$ cat config.mk
export PLATFORM = sky130hd
export DESIGN_NAME = rr_burst_arbiter
export DESIGN_NICKNAME = d
export VERILOG_FILES = /design/src/rtl/rr_arb_pkg.sv /design/src/rtl/rr_pick.sv /design/src/rtl/rr_burst_arbiter.sv
export SDC_FILE = /design/constraint.sdc
export NUM_CORES = 1
export LEC_CHECK = 0
export ABC_CLOCK_PERIOD_IN_PS = 5270
export CAP_MARGIN = 20
export CORE_MARGIN = 4
export CORE_UTILIZATION = 50
export DETAILED_ROUTE_END_ITERATION = 8
export PLACE_DENSITY = 0.83
export SLEW_MARGIN = 20
export SYNTH_ARGS = -nofsm -noshare
export SYNTH_HDL_FRONTEND = slang
export SYNTH_SLANG_ARGS = --single-unit
$ cat constraint.sdc
create_clock -name clk -period 5.27 [get_ports clk]
set_input_delay 1.054 -clock clk [delete_from_list [all_inputs] [get_ports clk]]
set_output_delay 1.054 -clock clk [all_outputs]
set_load 0.1 [all_outputs]
$ cat src/rtl/rr_arb_pkg.sv
// Shared types and helpers for the round-robin burst arbiter.
// Optional hold-timeout feature is enabled by RR_ARB_HOLD_TIMEOUT_EN.
package rr_arb_pkg;

    typedef enum logic {
        IDLE = 1'b0,
        BUSY = 1'b1
    } state_t;

    localparam int HOLD_W = 8;

    // Index width that never collapses to zero bits.
    function automatic int IDW(input int n);
        return (n <= 2) ? 1 : $clog2(n);
    endfunction

endpackage

$ cat src/rtl/rr_pick.sv
// Combinational round-robin pick: rotate by ptr, fixed priority, rotate back.
// Used by rr_burst_arbiter (see RR_ARB_HOLD_TIMEOUT_EN there).
module rr_pick
    import rr_arb_pkg::*;
#(
    parameter int N_REQ = 4,
    parameter int IW    = IDW(N_REQ)
) (
    input  logic [N_REQ-1:0] i_req,
    input  logic [IW-1:0]    i_ptr,
    output logic [N_REQ-1:0] o_win_oh,
    output logic [IW-1:0]    o_win_idx,
    output logic             o_any
);

    logic [2*N_REQ-1:0] w_dbl;
    logic [N_REQ-1:0]   w_rot;
    logic [N_REQ-1:0]   w_fix_oh;
    logic [2*N_REQ-1:0] w_back;
    logic [IW-1:0]      w_fidx;
    logic [IW:0]        w_sum;

    assign w_dbl    = {i_req, i_req} >> i_ptr;
    assign w_rot    = w_dbl[N_REQ-1:0];
    assign w_fix_oh = w_rot & (~w_rot + N_REQ'(1));
    assign w_back   = {w_fix_oh, w_fix_oh} << i_ptr;
    assign o_win_oh = w_back[2*N_REQ-1:N_REQ];
    assign o_any    = |i_req;

    always_comb begin
        w_fidx = '0;
        for (int i = N_REQ - 1; i >= 0; i--) begin
            if (w_rot[i]) w_fidx = IW'(i);
        end
    end

    // Undo the rotation on the index: (fixed index + ptr) mod N_REQ.
    assign w_sum     = {1'b0, w_fidx} + {1'b0, i_ptr};
    assign o_win_idx = (w_sum >= (IW+1)'(N_REQ))
                     ? IW'(w_sum - (IW+1)'(N_REQ))
                     : w_sum[IW-1:0];

endmodule

$ cat src/rtl/rr_burst_arbiter.sv
// Round-robin arbiter with burst ownership and an idle gap between owners.
// Define RR_ARB_HOLD_TIMEOUT_EN to revoke ownership after MAX_HOLD cycles.
module rr_burst_arbiter
    import rr_arb_pkg::*;
#(
    parameter int N_REQ    = 4,
    parameter int MAX_HOLD = 16
) (
    input  logic                    clk,
    input  logic                    rst_an,
    input  logic [N_REQ-1:0]        req,
    input  logic [N_REQ-1:0]        done,
    output logic [N_REQ-1:0]        grant,
    output logic                    grant_valid,
    output logic [IDW(N_REQ)-1:0]   grant_id,
    output logic                    timeout
);

    localparam int IW = IDW(N_REQ);

    if (N_REQ < 2 || N_REQ > 16 || MAX_HOLD < 2 || MAX_HOLD > 255) begin : g_bad_param
        $error("rr_burst_arbiter: parameter out of range");
    end

    state_t           r_state, w_state_nx;
    logic [N_REQ-1:0] r_grant, w_grant_nx;
    logic [IW-1:0]    r_id, w_id_nx;
    logic [IW-1:0]    r_ptr, w_ptr_nx;
    logic [IW-1:0]    w_ptr_inc;
    logic             r_gv;
    logic [N_REQ-1:0] w_win_oh;
    logic [IW-1:0]    w_win_idx;
    logic             w_any;
    logic             w_release;
    logic             w_limit;

    rr_pick #(.N_REQ(N_REQ), .IW(IW)) u_pick (
        .i_req     (req),
        .i_ptr     (r_ptr),
        .o_win_oh  (w_win_oh),
        .o_win_idx (w_win_idx),
        .o_any     (w_any)
    );

    assign w_release = done[r_id] | ~req[r_id];
    assign w_ptr_inc = (r_id == IW'(N_REQ - 1)) ? '0 : r_id + IW'(1);

`ifdef RR_ARB_HOLD_TIMEOUT_EN
    logic [HOLD_W-1:0] r_cnt, w_cnt_nx;
    logic              r_timeout, w_to_nx;

    assign w_limit = (r_cnt == HOLD_W'(MAX_HOLD));
    assign timeout = r_timeout;

    always_ff @(posedge clk) begin
        if (!rst_an) begin
            r_cnt     <= '0;
            r_timeout <= 1'b0;
        end else begin
            r_cnt     <= w_cnt_nx;
            r_timeout <= w_to_nx;
        end
    end
`else
    assign w_limit = 1'b0;
    assign timeout = 1'b0;
`endif

    always_comb begin
        w_state_nx = r_state;
        w_grant_nx = r_grant;
        w_id_nx    = r_id;
        w_ptr_nx   = r_ptr;
`ifdef RR_ARB_HOLD_TIMEOUT_EN
        w_cnt_nx   = r_cnt;
        w_to_nx    = 1'b0;
`endif
        unique case (r_state)
            IDLE: begin
                if (w_any) begin
                    w_state_nx = BUSY;
                    w_grant_nx = w_win_oh;
                    w_id_nx    = w_win_idx;
`ifdef RR_ARB_HOLD_TIMEOUT_EN
                    w_cnt_nx   = HOLD_W'(1);
`endif
                end
            end
            BUSY: begin
                if (w_release || w_limit) begin
                    w_state_nx = IDLE;
                    w_grant_nx = '0;
                    w_ptr_nx   = w_ptr_inc;
`ifdef RR_ARB_HOLD_TIMEOUT_EN
                    w_cnt_nx   = '0;
                    w_to_nx    = ~w_release;
`endif
                end else begin
`ifdef RR_ARB_HOLD_TIMEOUT_EN
                    w_cnt_nx   = r_cnt + HOLD_W'(1);
`endif
                end
            end
            default: w_state_nx = IDLE;
        endcase
    end

    always_ff @(posedge clk) begin
        if (!rst_an) begin
            r_state <= IDLE;
            r_grant <= '0;
            r_gv    <= 1'b0;
            r_id    <= '0;
            r_ptr   <= '0;
        end else begin
            r_state <= w_state_nx;
            r_grant <= w_grant_nx;
            r_gv    <= |w_grant_nx;
            r_id    <= w_id_nx;
            r_ptr   <= w_ptr_nx;
        end
    end

    assign grant       = r_grant;
    assign grant_valid = r_gv;
    assign grant_id    = r_id;

endmodule

==> flow_summary_export.csv <==
group,metric,value,unit
sta,clock-skew-final,0.00631,ns
sta,slew_violations,0,
grt,grt.busiest_layer,"met2",
sta,finalWorstPathRequiredPeriod,2.96,ns
power,fraction_of_power_consumed_by_the_clock_network,0.158,
die,dieArea,0.00211,mm²
grt,met1_resource_use_gr,0.260,
sta,setup_slack,2.31,ns
sta,finalHoldViolations,0,
synth,synth.cell_area,718,µm²
cts,tritoncts,"done",
grt,largest_net_degree_at_the_start_of_global_routing,18,
synth,synth.top_cells.by_area,"dfxtp_1 (28%), a21oi_1 (7.0%), nor2_1 (3.7%)",
setup_path,cp_max_fo,14,
grt,first_global_vias,647,
synth,synth_largest_area_cell,"dfxtp_1",
setup_path,worst-setup-path-type,"input pin to flip-flop",
setup_path,worst_setup_path_end_kind,"flip-flop",
drt,drc,0,
sta,finalCritPeriodShare,0.562,
synth,syn_inst,96,
drt,route.vias.total,753,
worst_hold_path,hold_path.startpoint,"grant[0]",
setup_path,worst-r2r-setup-slack,3.28,ns
sta,max_slew_margin_vs_limit,0.352,
sta,finalSetupViolCount,0,
power,total_switching_power,0.000154,W
sta,totalNegativeSetupSlack,0,ns
setup_path,crit-reg2reg-launch,"r_ptr[0]",
synth,ys_seq_area_frac,0.279,
grt,grt.total_usage,0.189,
grt,grtUsageMet3,0.0751,
cts,ctsLongestPathBuffers,2,
synth,synth-async-reset-ratio,0,
synth,synth_edf_count,0,
worst_hold_path,min_delay_worst_endpoint,"grant[0]",
synth,synth_cell_type_count,38,
grt,globalRoute.totalOverflow,0,
sta,max_clock_freq,0.338,GHz
drt,route.antenna.remaining_nets,0,
synth,synth_largest_type_area_fraction,0.279,
setup_path,timing.rr.end,"grant_id[1]",
outcome,outcome,"finished, final reports clean",
synth,synth.top_cells.by_count,"a21oi_1 (10), dfxtp_1 (10), nor2_1 (7)",
worst_hold_path,whs_path_depth,2,
power,power_per_cell_area,367,mW/mm²
cts,number_of_buffers_added_to_fix_hold_violations_after_cts,0,
setup_path,timing.critical_path.arrival,3.16,ns
die,design.core.area,0.00133,mm²
setup_path,crit_buf_inv,1,
cts,cts_root_buf,"clkbuf_4",
finish,final_core_utilization,0.659,
grt,global_route_wire_length_before_repair,2880,µm
synth,synthesis.area_per_instance,7.48,µm²
placed_design,portBuffers,16,
die,initial_utilization,0.538,
synth,synth_flop_cell,"dfxtp_1",
power,worst_ir_drop_vdd,0.262,mV
grt,antenna_found_initial,0,
finish,area_growth_syn_to_layout,22.5,%
cts,cts_bufs_inserted,3,
sta,hold-worst-slack,0.475,ns
power,power.switching_fraction,0.476,
setup_path,critical_path.top_delay_family,"simple AND/OR/NAND/NOR gates",
placed_design,hpwl,1240,µm
die,floorplan.die.width,45.9,µm
cts,clock_sinks,10,
drt,totalWireLength,1750,µm
power,share_comb_of_total_power,0.499,
power,cellInternalPower,0.000169,W
die,die_y,45.9,µm
cts,worstSkewPairLatency,0.26,ns
setup_path,critical_path_required,5.47,ns
power,pwr-share-seq,0.343,
die,rows,13,
finish,drive_gt1_frac,0.0849,
flow_run,maxCapViolations,0,
synth,post_syn_nets,108,
cts,clkSlewWorstSetupHoldPaths,0.06,ns
setup_path,crit_path_start_kind,"input pin",
die,top_level_ports,18,
cts,cts_setup_buffers,0,
setup_path,critical_path_s_largest_stage_delay,0.63,ns
finish,antenna_cells_inserted,0,
cts,clock_tree.htree_level_count,1,
sta,rsz0062_at_grt,"no",
power,power.static_leakage,0.312,nW
drt,drt-wirelength-per-cell,14.4,µm
grt,grtUsageMet2,0.277,
drt,post_drt_via_cell_ratio,6.22,
setup_path,timing.reg2reg.worst_path_depth,8,
cts,cts_resized,0,
drt,drt_iter0_markers,22,
drt,firstDrtPassIters,4,
placed_design,dp_worst_setup_slack,2.02,ns
synth,synth-seq-cells,10,
placed_design,routabilityCongestion,0.861,
sta,tightest_slew,0.969,ns
finish,final_net_count,120,
worst_hold_path,type_of_the_most_critical_hold_path,"flip-flop to flip-flop",
setup_path,master_of_the_slowest_instance_on_the_critical_path,"clkdlybuf4s50_1",
setup_path,path_cells,"clkdlybuf4s50_1, or2_2, o211ai_1, o21ai_0, nand3_1, ha_1, xnor2_1, or3_1, a31oi_1",
synth,synth.yosys.warnings,0,
-- worst register-to-register path, stage by stage, from the launching register on --
cell and delay (ns):
dfxtp_1 0.62, or2_2 0.21, o211ai_1 0.07, o21ai_0 0.10
nand3_1 0.11, ha_1 0.21, xnor2_1 0.13, or3_1 0.31
a31oi_1 0.15
-- cells in the final DEF, fill, tap and decap left out, types with 2 or more instances in the layout --
cell type and n:
a21oi_1 10, clkbuf_4 3, clkdlybuf4s50_1 16, dfxtp_1 10, ha_1 2, inv_1 2
nand2_1 6, nand2b_1 3, nand3_1 5, nand4_1 2, nor2_1 7, nor2b_1 2
nor4_1 2, o2111ai_1 2, o211ai_1 3, o21ai_0 3, o21ba_2 2, o22ai_1 2
o32ai_1 2, or2_2 2, or3_1 2, or4_1 3
-- state kept, by name, indices dropped and copies added (netlist names) --
register,count
grant_id,2
grant,4
r_state,1
grant_valid,1
r_ptr,2
-- layout make-up --
cell class	instances	area [µm²]
multi-input combinational	74	467
timing repair buffer	16	160
inverter	3	11.3
fill	117	454
clock buffer	3	22.5
sequential	10	200
tap	15	18.8
-- worst max path at each step --
stage,start,to,slack (ns),depth (start not counted)
finish,req[2],grant_id[1],2.31,9
detailed placement,req[2],grant_id[1],2.02,9
global placement,req[2],grant_id[1],2.13,9
floorplan,req[3],grant_id[1],2.69,8
global route,req[2],grant_id[1],2.19,9
CTS,req[2],grant_id[1],2.30,9
-- power by group through the flow --
stage	clock network, W	registers [W]	logic (W)
after floorplan	0	0.000162	0.0000733
after global placement	0	0.000110	0.000158
after detailed placement	0	0.000111	0.000160
after CTS	0.0000528	0.000110	0.000161
after global routing	0.0000586	0.000113	0.000173
final	0.0000510	0.000111	0.000161
-- stage by stage --
stage                     instance area, µm²  total power (W)  std cells
after floorplan                          718         0.000235         96
after global placement                   857         0.000268        118
after detailed placement                 857         0.000272        118
after CTS                                880         0.000324        121
after global routing                     880         0.000345        121
final                                    880         0.000323        121
-- metal layers --
layer | part of all wire | vias to the layer above
met4 | 0.0034 | 0
met3 | 0.064 | 2
met2 | 0.47 | 26
li1 | - | 374
met5 | 0 | -
met1 | 0.47 | 351
-- cell families after synthesis --
| group | after synthesis | share of synthesized area |
|---|---|---|
| XOR/XNOR | 1 | 0.0122 |
| buffers and inverters | 12 | 0.0714 |
| AND/OR/NAND/NOR | 40 | 0.319 |
| other | 1 | 0.00522 |
| flip-flops | 10 | 0.279 |
| adder cells (fa/ha/maj) | 2 | 0.0348 |
| AO/OA/AOI/OAI | 30 | 0.279 |
(Power assumes the default switching activity.)
